**src/rtl/mole_pkg.sv**
```systemverilog
// Shared types and constants for the whack-a-mole game controller.
package mole_pkg;

    localparam int KEY_W = 16;
    localparam int IDX_W = 4;

    // Right-shifting Fibonacci form of x^16+x^14+x^13+x^11+1: feedback from bits 0,2,3,5.
    localparam logic [15:0] LFSR_SEED = 16'hACE1;
    localparam logic [15:0] LFSR_TAPS = 16'h002D;

    typedef enum logic [1:0] {
        ST_IDLE = 2'd0,
        ST_GAP  = 2'd1,
        ST_UP   = 2'd2,
        ST_DONE = 2'd3
    } state_t;

    function automatic logic [7:0] sat_inc(input logic [7:0] v);
        return (v == 8'hFF) ? v : v + 8'd1;
    endfunction

endpackage

```
**src/rtl/lfsr16.sv**
```systemverilog
// Free-running 16-bit Fibonacci LFSR used to pick mole positions.
module lfsr16
    import mole_pkg::*;
(
    input  logic        clk,
    input  logic        rst,
    output logic [15:0] q
);

    logic [15:0] r_q;
    logic        w_fb;

    assign w_fb = ^(r_q & LFSR_TAPS);

    always_ff @(posedge clk or posedge rst) begin
        if (rst) begin
            r_q <= LFSR_SEED;
        end else begin
            r_q <= {w_fb, r_q[15:1]};
        end
    end

    assign q = r_q;

endmodule

```
**src/rtl/mole_game_ctrl.sv**
```systemverilog
// Whack-a-mole game sequencer: timed mole windows, hit/miss scoring, one done pulse per game.
module mole_game_ctrl
    import mole_pkg::*;
#(
    parameter int TICK_DIV   = 50_000,
    parameter int MOLE_MS    = 1000,
    parameter int GAP_MS     = 200,
    parameter int GAME_MOLES = 30
) (
    input  logic             clk,
    input  logic             rst,
    input  logic             start,
    input  logic [KEY_W-1:0] key_evt,
    output logic [KEY_W-1:0] mole_led,
    output logic [7:0]       score,
    output logic [7:0]       miss_cnt,
    output logic             busy,
    output logic             done,
    output state_t           o_dbg_state
);

    localparam int PRE_W = (TICK_DIV > 1) ? $clog2(TICK_DIV) : 1;
    localparam int T_MAX = (MOLE_MS > GAP_MS) ? MOLE_MS : GAP_MS;
    localparam int TCK_W = (T_MAX > 1) ? $clog2(T_MAX) : 1;

    state_t           r_state;
    state_t           w_next_state;
    logic [PRE_W-1:0] r_presc;
    logic [TCK_W-1:0] r_ticks;
    logic [IDX_W-1:0] r_idx;
    logic [IDX_W-1:0] w_new_idx;
    logic [KEY_W-1:0] r_mole_led;
    logic [7:0]       r_score;
    logic [7:0]       r_miss;
    logic [7:0]       r_mole_cnt;
    logic [15:0]      w_lfsr;
    logic             w_lfsr_unused;
    logic             w_tick;
    logic             w_gap_exp;
    logic             w_up_exp;
    logic             w_hit;
    logic             w_wrong;
    logic             w_last;
    logic             w_busy;
    logic             w_done;

    lfsr16 u_lfsr (
        .clk (clk),
        .rst (rst),
        .q   (w_lfsr)
    );

    assign w_lfsr_unused = ^w_lfsr[15:IDX_W];

    assign w_tick    = (r_presc == PRE_W'(TICK_DIV - 1));
    assign w_gap_exp = w_tick && (r_ticks == TCK_W'(GAP_MS - 1));
    assign w_up_exp  = w_tick && (r_ticks == TCK_W'(MOLE_MS - 1));
    assign w_hit     = key_evt[r_idx];
    assign w_wrong   = (|key_evt) && !w_hit;
    assign w_last    = (r_mole_cnt == 8'(GAME_MOLES - 1));

    // Never show the same position twice in a row.
    assign w_new_idx = (w_lfsr[IDX_W-1:0] == r_idx) ? w_lfsr[IDX_W-1:0] + IDX_W'(1)
                                                     : w_lfsr[IDX_W-1:0];

    always_ff @(posedge clk or posedge rst) begin
        if (rst) begin
            r_state <= ST_IDLE;
        end else begin
            r_state <= w_next_state;
        end
    end

    always_comb begin
        w_next_state = r_state;
        case (r_state)
            ST_IDLE: if (start) w_next_state = ST_GAP;
            ST_GAP:  if (w_gap_exp) w_next_state = ST_UP;
            ST_UP: begin
                if (w_hit || w_up_exp) begin
                    w_next_state = w_last ? ST_DONE : ST_GAP;
                end
            end
            ST_DONE: w_next_state = ST_IDLE;
            default: w_next_state = ST_IDLE;
        endcase
    end

    always_comb begin
        w_busy = (r_state == ST_GAP) || (r_state == ST_UP);
        w_done = (r_state == ST_DONE);
    end

    // Timer restarts on every state change; a wrong key keeps UP and so keeps the timer running.
    always_ff @(posedge clk or posedge rst) begin
        if (rst) begin
            r_presc <= '0;
            r_ticks <= '0;
        end else if ((w_next_state != r_state) || (r_state == ST_IDLE)) begin
            r_presc <= '0;
            r_ticks <= '0;
        end else if (w_tick) begin
            r_presc <= '0;
            r_ticks <= r_ticks + TCK_W'(1);
        end else begin
            r_presc <= r_presc + PRE_W'(1);
        end
    end

    always_ff @(posedge clk or posedge rst) begin
        if (rst) begin
            r_idx      <= '0;
            r_mole_led <= '0;
            r_score    <= '0;
            r_miss     <= '0;
            r_mole_cnt <= '0;
        end else begin
            case (r_state)
                ST_IDLE: begin
                    if (start) begin
                        r_score    <= '0;
                        r_miss     <= '0;
                        r_mole_cnt <= '0;
                    end
                end
                ST_GAP: begin
                    if (w_gap_exp) begin
                        r_idx      <= w_new_idx;
                        r_mole_led <= KEY_W'(1) << w_new_idx;
                    end
                end
                ST_UP: begin
                    // A hit on the timeout cycle still counts as a hit.
                    if (w_hit) begin
                        r_score    <= sat_inc(r_score);
                        r_mole_cnt <= r_mole_cnt + 8'd1;
                        r_mole_led <= '0;
                    end else if (w_up_exp) begin
                        r_miss     <= sat_inc(r_miss);
                        r_mole_cnt <= r_mole_cnt + 8'd1;
                        r_mole_led <= '0;
                    end else if (w_wrong) begin
                        r_miss <= sat_inc(r_miss);
                    end
                end
                default: r_mole_led <= '0;
            endcase
        end
    end

    assign mole_led    = r_mole_led;
    assign score       = r_score;
    assign miss_cnt    = r_miss;
    assign busy        = w_busy;
    assign done        = w_done;
    assign o_dbg_state = r_state;

endmodule

```
**config.mk**
```make
export PLATFORM = sky130hd
export DESIGN_NAME = mole_game_ctrl
export DESIGN_NICKNAME = d
export VERILOG_FILES = /design/src/rtl/mole_pkg.sv /design/src/rtl/lfsr16.sv /design/src/rtl/mole_game_ctrl.sv
export SDC_FILE = /design/constraint.sdc
export NUM_CORES = 1
export LEC_CHECK = 0
export ABC_AREA = 1
export ABC_CLOCK_PERIOD_IN_PS = 3000
export CAP_MARGIN = 20
export CELL_PAD_IN_SITES_DETAIL_PLACEMENT = 1
export CELL_PAD_IN_SITES_GLOBAL_PLACEMENT = 1
export CORE_MARGIN = 4
export CORE_UTILIZATION = 44
export DETAILED_ROUTE_END_ITERATION = 7
export DONT_BUFFER_PORTS = 1
export PLACE_DENSITY = 0.74
export SYNTH_ARGS = -nofsm -noshare
export SYNTH_HDL_FRONTEND = slang
export SYNTH_SLANG_ARGS = --single-unit
```
**constraint.sdc**
```tcl
create_clock -name clk -period 3 [get_ports clk]
set_clock_uncertainty 0.2 [all_clocks]
set_input_delay 0.6 -clock clk [delete_from_list [all_inputs] [get_ports clk]]
set_output_delay 0.6 -clock clk [all_outputs]
set_load 0.01 [all_outputs]
```
==> qor.csv <==
metric,value,unit
Min Hold Slack,-1.73,ps
Seq pwr share,42.3,%
fin crit share,85.3,%
Vias,3614,
Hold WC Path Type,input port to asynchronous set/reset pin,
layout cells sized above 1,15.5,%
area share of the largest cell type after synthesis,41.7,%
Worst slew margin,52.3,%
post-route setup slack,441,ps
die height,113,um
setup violators final,0,
Worst Tran Pin Value,714,ps
placed insts,680,
Synth Register Bits,88,
outcome,"finished, violations left",
CTS Buf Count,9,
CP max FO,12,
Critical Path Start Type,flip-flop,
Post-synth EDFFs,0,
"Async S/R FF share, synth",100,%
antenna violations before repair,0,
clock share of power,30.2,%
first-iteration detailed-routing DRC count,176,
# DRC,0,
worst endpoint required time,3040,ps
Comb power frac,27.5,%
Die Width,113,um
drt via density,5.19,
most instantiated cells after synthesis,"inv_1 (84), nand2_1 (82), dfrtp_1 (80)",
sequential share of the synthesized area,46.0,%
ANT nets after route,0,
Hold Fails Final Rpt,1,
TritonCTS Sinks,88,
Inserted Diodes,0,
Routed wire per std cell,16.1,um
CTS H-tree lvls,3,
Post-CTS Repair Setup Buffers,0,
CTS root buf,clkbuf_8,
LEAKAGE,2.26,nW
f_max,391,MHz
P_int,1.94,mW
Routed WL,11200,um
setup TNS,0,ps
RSZ-0062 raised after global routing,false,
r2r setup slk,440,ps
Sw Ratio,36.7,%
DRT Pass-1 Iters,4,
detailed placement HPWL,8170,um
RR Endpoint,score[5],
first-pass GRT wire length,19600,um
Boundary Pins,55,
post-route insts no fill,696,
IO buf count,0,
Yosys top cell by area,dfrtp_1,
Placement Setup Slack,427,ps
Syn Std Cell Area,4810,sq um
Critical R2R Launch,o_dbg_state[0],
total gr overflow,0,
total die area,12700,sq um
Total Routing Usage GR,19.0,%
Final min period,2560,ps
final slew viol count,0,
vias in the first global route,3968,
area of the core,10500,sq um
"CTS clk-pin slew, worst paths",90,ps
maxcap violations,0,
Critical Path End Type,flip-flop,
syn_area_per_cell,8.79,sq um
"count leader, synth",inv_1,
net count after synthesis,577,
CP arrival,2600,ps
R2R cell count,11,
largest net degree at the start of global routing,34,
Synth cell types,47,
worst-skew pair later-pin latency,370,ps
initial core utilization,45.9,%
VDD IR-drop max,0.000359,V
YS warnings,0,
failing checks,hold timing,
Placer Congestion,0.812,
Area Overhead vs Synth,8.10,%
Rows,37,
CTS Hold Bufs,0,
Longest Clk Path Bufs,2,
power density over the cells,591,nW/um^2
TritonCTS clock tree,done,
"Power, Total",3.07,mW
"Top FF cell, synth",dfrtp_1,
Syn Inst Count,547,
Synth area leaders,"dfrtp_1 (42%), inv_1 (6.6%), nand2_1 (6.4%)",
nets@finish,585,
switching power,1.13,mW
Crit Path Class,flip-flop to flip-flop,
per-layer routing:
| layer | share of wire [%] | track usage, % | wire, um | vias up |
|---|---|---|---|---|
| met3 | 3.8 | 4.20 | 429 | 9 |
| met1 | 44 | 23.2 | 4950 | 1793 |
| met2 | 51 | 33.7 | 5700 | 47 |
| li1 | - | - | - | 1765 |
| met5 | 0 | 0 | 0 | - |
| met4 | 1.1 | 5.29 | 119 | 0 |
critical path, cell delays in order (launching register included):
cell     delay, ps
dfrtp_1        360
inv_1          100
ha_1           260
inv_1          160
nor2_1          90
a21oi_1        270
nand2_1        350
o21ai_4        240
nand2_2        100
nor2_1         120
xor2_1         150
nor2_1          50
what timing repair did:
action                     in CTS  in global routing
resized for setup               0                  1
setup endpoints to repair       0                  1
hold endpoints to repair        0                  0
logic make-up after synthesis:
kind of cell,after synthesis,share of synthesized area (%)
AO/OA/AOI/OAI,54,6.59
XOR/XNOR,34,7.21
adder cells (fa/ha/maj),11,2.86
buffers and inverters,104,9.11
flip-flops,88,46.0
multiplexers,2,0.443
AND/OR/NAND/NOR,254,27.8
cell type report:
cell class / count / area [sq um]
Fill cell: 1267 / 5270
Sequential cell: 88 / 2210
Multi-Input combinational cell: 355 / 2160
Inverter: 94 / 359
Tap cell: 136 / 170
Clock buffer: 10 / 128
Clock inverter: 6 / 90.1
Timing Repair Buffer: 7 / 77.6
placed cells by master (no fill, tap or decap), types with 3 or more instances in the layout:
master	n
inv_2	7
nor4_1	4
ha_1	11
nor2_2	11
inv_1	83
xor2_1	21
nand3_2	5
nor2_4	13
nand3_1	53
o21a_1	3
nor3_1	14
o21ai_0	19
xnor2_1	8
a21oi_1	9
o31ai_1	5
nand2_2	3
clkbuf_8	9
buf_4	5
nand4_1	19
o21ai_1	12
dfrtp_1	80
dfstp_2	8
nand2_1	81
nor2_1	41
state kept, by name, indices dropped and copies added, names as in the netlist:
signal       count
r_ticks         10
score            8
o_dbg_state      2
mole_led        16
r_presc         16
miss_cnt         8
r_mole_cnt       8
r_idx            4
u_lfsr.q        16
power by group through the flow:
stage,logic [mW],registers (mW),clock network (mW)
2_1_floorplan,0.707,1.32,0
3_3_place_gp,0.825,1.32,0
3_5_place_dp,0.848,1.32,0
4_1_cts,0.854,1.30,0.947
5_1_grt,0.952,1.31,0.996
6_report,0.846,1.30,0.927
stage by stage:
stage	instance area, sq um	utilization, %
after floorplan	4810	-
after global placement	4970	47.5
after detailed placement	4970	47.5
after CTS	5190	49.6
after global routing	5190	49.7
final	5190	49.7
worst max-delay path by stage:
stage	start	end	slack [ps]	cells past startpoint
floorplan	o_dbg_state[0]	score[5]	660	11
global placement	o_dbg_state[0]	miss_cnt[3]	520	10
detailed placement	o_dbg_state[0]	miss_cnt[3]	430	10
CTS	o_dbg_state[0]	miss_cnt[5]	380	10
global route	o_dbg_state[0]	score[5]	50	11
finish	o_dbg_state[0]	score[5]	440	11
(Power assumes the default switching activity.)
